$ cat config.mk
export PLATFORM = sky130hd
export DESIGN_NAME = mem_request_responder
export DESIGN_NICKNAME = d
export VERILOG_FILES = /design/src/rtl/mem_request_responder.sv
export SDC_FILE = /design/constraint.sdc
export NUM_CORES = 1
export LEC_CHECK = 0
export ABC_AREA = 0
export CORE_ASPECT_RATIO = 0.75
export CORE_UTILIZATION = 45
export CTS_BUF_LIST = sky130_fd_sc_hd__clkbuf_16
export CTS_CLUSTER_DIAMETER = 120
export DETAILED_ROUTE_END_ITERATION = 12
export MAX_ROUTING_LAYER = met4
export PLACE_DENSITY = 0.86
export SETUP_SLACK_MARGIN = 0.1
export SLEW_MARGIN = 40
export SYNTH_ARGS = -nofsm -noshare
export SYNTH_HDL_FRONTEND = slang
export SYNTH_SLANG_ARGS = --single-unit
export TNS_END_PERCENT = 50
$ cat constraint.sdc
create_clock -name CLK -period 4.77 [get_ports CLK]
set_input_delay 0.7155 -clock CLK [delete_from_list [all_inputs] [get_ports CLK]]
set_output_delay 0.7155 -clock CLK [all_outputs]
set_load 0.05 [all_outputs]
$ cat src/rtl/mem_request_responder.sv
// Responder for the pipeline memory handshake: arbitrates data over instruction
// requests onto a single-ported RAM and returns one-cycle hit pulses with load data.
module mem_request_responder #(
  parameter int TIMEOUT = 64,
  parameter int WORD_W  = 32
) (
  input  logic              CLK,
  input  logic              nRST,
  input  logic              iREN,
  input  logic [WORD_W-1:0] iaddr,
  input  logic              dREN,
  input  logic              dWEN,
  input  logic [WORD_W-1:0] daddr,
  input  logic [WORD_W-1:0] dstore,
  output logic              ihit,
  output logic              dhit,
  output logic [WORD_W-1:0] iload,
  output logic [WORD_W-1:0] dload,
  output logic              memerr,
  output logic              ramREN,
  output logic              ramWEN,
  output logic [WORD_W-1:0] ramaddr,
  output logic [WORD_W-1:0] ramstore,
  input  logic [WORD_W-1:0] ramload,
  input  logic [1:0]        ramstate
);

  localparam int CNT_W = $clog2(TIMEOUT + 1);
  localparam logic [CNT_W-1:0] CNT_LAST = CNT_W'(TIMEOUT - 1);
  localparam logic [1:0] RAM_ACCESS = 2'd2;
  localparam logic [1:0] RAM_ERROR  = 2'd3;

  typedef enum logic [1:0] {
    IDLE    = 2'd0,
    SERVE_D = 2'd1,
    SERVE_I = 2'd2,
    DONE    = 2'd3
  } state_t;

  state_t             state_reg, state_next;
  logic [CNT_W-1:0]   cnt_reg, cnt_next;
  logic               err_reg, err_next;
  logic               op_write_reg, op_write_next;
  logic               from_d_reg, from_d_next;
  logic [WORD_W-1:0]  addr_reg, addr_next;
  logic [WORD_W-1:0]  store_reg, store_next;
  logic [WORD_W-1:0]  iload_reg, iload_next;
  logic [WORD_W-1:0]  dload_reg, dload_next;

  logic ram_access;
  logic ram_fail;
  logic still_requested;

  always_ff @(posedge CLK or negedge nRST) begin
    if (!nRST) begin
      state_reg    <= IDLE;
      cnt_reg      <= '0;
      err_reg      <= 1'b0;
      op_write_reg <= 1'b0;
      from_d_reg   <= 1'b0;
      addr_reg     <= '0;
      store_reg    <= '0;
      iload_reg    <= '0;
      dload_reg    <= '0;
    end else begin
      state_reg    <= state_next;
      cnt_reg      <= cnt_next;
      err_reg      <= err_next;
      op_write_reg <= op_write_next;
      from_d_reg   <= from_d_next;
      addr_reg     <= addr_next;
      store_reg    <= store_next;
      iload_reg    <= iload_next;
      dload_reg    <= dload_next;
    end
  end

  always_comb begin
    state_next    = state_reg;
    cnt_next      = cnt_reg;
    err_next      = err_reg;
    op_write_next = op_write_reg;
    from_d_next   = from_d_reg;
    addr_next     = addr_reg;
    store_next    = store_reg;
    iload_next    = iload_reg;
    dload_next    = dload_reg;

    ram_access      = (ramstate == RAM_ACCESS);
    ram_fail        = (ramstate == RAM_ERROR) || (cnt_reg == CNT_LAST);
    still_requested = (state_reg == SERVE_D) ? (dREN | dWEN) : iREN;

    case (state_reg)
      IDLE: begin
        if (dREN || dWEN) begin
          state_next    = SERVE_D;
          addr_next     = daddr;
          store_next    = dstore;
          op_write_next = dWEN;
          from_d_next   = 1'b1;
          cnt_next      = '0;
          err_next      = 1'b0;
        end else if (iREN) begin
          state_next    = SERVE_I;
          addr_next     = iaddr;
          op_write_next = 1'b0;
          from_d_next   = 1'b0;
          cnt_next      = '0;
          err_next      = 1'b0;
        end
      end

      SERVE_D, SERVE_I: begin
        // Completion outranks abort so a request dropped on the ACCESS cycle still hits.
        if (ram_access) begin
          state_next = DONE;
          if (state_reg == SERVE_I) begin
            iload_next = ramload;
          end else if (!op_write_reg) begin
            dload_next = ramload;
          end
        end else if (ram_fail) begin
          state_next = DONE;
          err_next   = 1'b1;
          if (state_reg == SERVE_I) begin
            iload_next = '0;
          end else if (!op_write_reg) begin
            dload_next = '0;
          end
        end else if (!still_requested) begin
          state_next = IDLE;
        end else begin
          cnt_next = cnt_reg + CNT_W'(1);
        end
      end

      DONE: begin
        state_next = IDLE;
      end

      default: begin
        state_next = IDLE;
      end
    endcase
  end

  // Every output decodes from flops only, so nothing here is combinational from inputs.
  assign ramREN   = (state_reg == SERVE_I) || ((state_reg == SERVE_D) && !op_write_reg);
  assign ramWEN   = (state_reg == SERVE_D) && op_write_reg;
  assign ramaddr  = addr_reg;
  assign ramstore = store_reg;
  assign dhit     = (state_reg == DONE) && from_d_reg;
  assign ihit     = (state_reg == DONE) && !from_d_reg;
  assign memerr   = (state_reg == DONE) && err_reg;
  assign iload    = iload_reg;
  assign dload    = dload_reg;

endmodule
# ---- After elaboration in Yosys (flattened, before gate mapping)
# Index checks and enable logic that the tools add are counted.
dict set report totals {
  ff_bits 140
  input_bits 135
  out_inout_bits 133
  word_cells 80
}
dict set report op_classes {
  addsub 1
  n_eq_ne 14
  muxes 32
  n_bitwise 2
  reduce_logical 22
}
# op count
set ops {}
lappend ops {{$mux 32} 12}
lappend ops {{$mux 7} 5}
lappend ops {{$pmux 7 s2} 1}
lappend ops {{$ne 2x2->1 const B} 6}
lappend ops {{$mux 2} 5}
lappend ops {{$reduce_and 5->1} 2}
lappend ops {{$eq 2x2->1 const B} 4}
lappend ops {{$add 7x1->7 const B} 1}
lappend ops {{$eq 7x6->1 const B} 1}
lappend ops {{$mux 1} 7}
lappend ops {{$pmux 2 s3} 1}
lappend ops {{$reduce_and 2->1} 3}
lappend ops {{$reduce_bool 2->1} 3}
lappend ops {{$logic_and 1x1->1} 5}
lappend ops {{$ne 4x4->1 const B} 1}
lappend ops {{$reduce_and 4->1} 1}
lappend ops {{$logic_or 1x1->1} 3}
lappend ops {{$ne 3x3->1 const B} 1}
lappend ops {{$reduce_and 3->1} 1}
lappend ops {{$eq 2x1->1 const B} 1}
lappend ops {{$logic_not 1->1} 2}
lappend ops {{$logic_not 2->1} 1}
lappend ops {{$pmux 1 s2} 1}
lappend ops {{$reduce_or 2->1} 1}
lappend ops {{other kinds (2)} 2}

# ---- Longest topological paths before layout
dict set report logic_depth {
  ltp_word 6
  ltp_mapped 9
  ltp_nobuf 7
}

# ---- Worst setup path before layout
# Ideal clock, no wire load.
dict set report synth_path {
  kind {input to register}
  startpoint {input dWEN}
  endpoint {register cnt_reg[2]}
  setup_time_ps 124
  t_arrival_ps 1956
  required_ps 4646
  slack_ps 2690
  path_stages 7
  path_buffers 2
  path_cell_list {buf_2 nor2_4 a21oi_1 and2_1 clkbuf_1 and4b_2 a211o_1}
}
dict set report synth_between {
  elab_chain_cells 4
  word_cells_on_any_way 8
  cone_classes {eq/ne: 2; mux: 3; bitwise: 1; reduce/logical: 2}
}
# item line_no
set synth_lines {}
lappend synth_lines {{start, declared} 12} ;# input logic dWEN,
lappend synth_lines {{$or 1x1->1} 91} ;# still_requested = (state_reg == SERVE_D) ? (dREN | dWEN) : iREN;
lappend synth_lines {{$mux 1} 91}
lappend synth_lines {{$ne 2x2->1 (no source line)} --}
lappend synth_lines {{$reduce_and 5->1 (no source line)} --}
lappend synth_lines {{end signal, assigned} 67} ;# cnt_reg <= cnt_next;
lappend synth_lines {{end, declared} 41} ;# logic [CNT_W-1:0] cnt_reg, cnt_next;
# Several ways; a longest one is shown, not always the timed one.
# A chain may end at the register's enable or synchronous reset.

# ---- Final worst setup path
dict set report layout_path {
  startpoint {register state_reg[1]}
  endpoint {output ramWEN}
}
dict set report layout_between {
  elab_chain_cells 2
}
# item line_no
set layout_lines {}
lappend layout_lines {{start, declared} 40} ;# state_t state_reg, state_next;
lappend layout_lines {{start signal, assigned} 66} ;# state_reg <= state_next;
lappend layout_lines {{$eq 2x1->1} 149} ;# assign ramWEN = (state_reg == SERVE_D) && op_write_reg;
lappend layout_lines {{$logic_and 1x1->1} 149}
lappend layout_lines {{end, declared} 21} ;# output logic ramWEN,
# No other way between the ends.

==> impl_results.md <==
- Clock-pin slew of the registers on the worst-case setup and hold paths: 50 ps
- P&R area growth vs syn: 56.4%
- DIE AREA: 13800 µm²
- Nets@finish: 934
- Top cells by area, synth: dfrtp_1, mux2i_1, mux2_2
- Final HPWL DP: 11800 µm
- Combinational share of power: 0.551
- DRT Wirelength: 16200 µm
- Grt peak-use layer: met2
- Layout cell share with drive strength beyond 1: 0.104
- Setup crit end kind: output port
- Largest net degree at the start of global routing: 67
- Initial antenna violation count: 0
- Global Route Usage Sum: 0.247
- Grt met1 use: 0.274
- Port buffer count: 267
- Slew @ Worst Pin: 630 ps
- Multi-input logic area: 2210 µm²
- TNS Setup: 0 ps
- Post-synth top area cell: dfrtp_1
- Hold buffers post-CTS: 0
- Routed Antenna Nets: 0
- Synthesized Nets: 668
- Yosys top cell area share: 0.585
- Rows: 36
- Reg power frac: 0.279
- WS Path Type: reg2out
- First-pass GRT wire length: 24800 µm
- Routed wire per std cell: 16.6 µm
- Peak supply drop: 0.547 mV
- Pins Over Slew Limit: 0
- Area of the core: 13000 µm²
- Post-DR vias/cell: 5.07
- Root Driver: clkbuf_16
- Die Ht: 102 µm
- Startpoint Class: flip-flop
- Relative slew margins: 0.580
- Internal Power: 0.00380 W
- Area occupied by registers: 3500 µm²
- Warnings from Yosys: 0
- Worst EP arrival: 2070 ps
- Final critical-path required period: 2790 ps
- Met3 Use GR: 0.0640
- Final setup vio count: 0
- Drt first-iter violations: 197
- Max_cap viols: 0
- Ant. Diodes: 0
- Fillcell total: 883
- Cells along the critical path: inv_1, ha_1, and2_1, clkdlybuf4s50_1
- CTS tree: done
- Post-synthesis cell area: 5990 µm²
- Vias: 4943
- Count leader, synth: dfrtp_1
- Crit-path max FO: 4
- Status: completed
- Crit share post-route: 0.585
- Leak: 4.20 nW
- Fin. Hold Viols: 0
- GRT met2 Usage: 0.423
- Logic depth of the worst path, buffers included: 4
- Overall power: 0.00713 W
- Mapped Cells: 527
- Clock sink count: 140
- Register area share after synthesis: 0.585
- IO Pins: 268
- Worst Skew: 9.08 ps
- CTS max path bufs: 2
- Share of flip-flops with an asynchronous set or reset: 1.00
- Avg Inst Size Synth: 11.4 µm²
- R2r worst-path depth: 7
- Residual DRC: 0
- Finished Cell Area: 9360 µm²
- Synth cell types: 38
- Post-synth EDFFs: 0
- List of most frequent post-synthesis cells: dfrtp_1, nand2_1, o21ai_0, mux2i_1, mux2_2
- Vias in the first global route: 5000
- Max H-tree Level: 4
- RSZ-0062 raised after global routing: false
- Clock share of power: 0.170
- Top FF cell, synth: dfrtp_1
- Sw Pwr: 0.00334 W
- PwrDens: 762 nW/µm²
- Die W: 135 µm
- Post-CTS setup buffers: 0
- Critical path's slowest cell: clkdlybuf4s50_1
- Dpl cell area: 8820 µm²
- Worst EP required: 4050 ps
- Crit-path leading delay family: buffers and inverters
- Max incr delay on CP: 790 ps
- Grt ovf: 0
- WP buf/inv: 2
- CTS Buf Count: 17
- TritonRoute pass-1 iters: 4
- Sw Ratio: 0.468
- Clock latency on the worst-skew pair: 410 ps
- CTS resizes: 0
- RD Place Congestion: 0.867
- Worst Hold Class: in2async
- Max Freq: 358 MHz
- Initial Utilization: 0.461
- Synth Register Bits: 140
==> kinds of logic (layout without fill, tap and decap cells) <==
group | Yosys count | count (layout) | synth area share
buf+inv | 65 | 342 | 0.0514
fa+ha+maj | 6 | 6 | 0.0125
mux | 99 | 99 | 0.173
xor+xnor | 1 | 1 | 0.00146
compound gates | 86 | 86 | 0.0792
flops | 140 | 140 | 0.585
simple gates | 130 | 130 | 0.0970
==> power groups by stage <==
stage	clock, W	combinational [W]	sequential (W)
after floorplan	0	0.000970	0.00357
final	0.00121	0.00393	0.00199
after global placement	0	0.00384	0.00197
after detailed placement	0	0.00394	0.00200
after CTS	0.00124	0.00396	0.00199
after global routing	0.00129	0.00412	0.00205
==> path summary, 6_finish.rpt <==
path                         endpoint  slack (ps)    startpoint
min                         dload[28]         240          nRST
max reg2reg                cnt_reg[2]        2370  state_reg[0]
max in group asynchronous   iload[23]        3510          nRST
min reg2reg                ramaddr[3]         480    ramaddr[3]
max                            ramWEN        1980  state_reg[1]
min in group CLK           ramaddr[3]         480    ramaddr[3]
==> per-stage QoR <==
step	instances	setup slack [ps]	util	hold WS (ps)
final	975	1980	0.722	240
after global routing	975	1900	0.722	262
after CTS	975	1950	0.722	245
after detailed placement	945	1910	0.680	469
after global placement	942	1860	0.677	461
after floorplan	527	2690	-	420
==> placed cells by master, fill, tap and decap left out, types with 3 or more instances in the layout <==
cell and count:
clkbuf_16 17, a22o_1 3, clkinv_2 5, clkdlybuf4s50_1 266, nand2_1 102, and2_1 6
buf_4 7, nor2_1 3, dfrtp_1 140, inv_1 38, ha_1 6, mux2i_1 63
a21oi_1 5, o21ai_0 69, mux2_2 36
==> area by class of cell <==
cell class | instances | share of cell area
flip-flops and latches | 140 | 0.374
repair buffers | 277 | 0.296
multi-input cells | 322 | 0.236
clock buffers | 17 | 0.0454
well taps | 171 | 0.0229
inverters | 35 | 0.0140
clock inverters | 13 | 0.0120
==> layer usage <==
metal  share of wire  wire [µm]
met4           0.023        371
met5               0          0
met1            0.39       6330
met3           0.069       1120
met2            0.52       8410
Power figures use the tool's default switching activity.
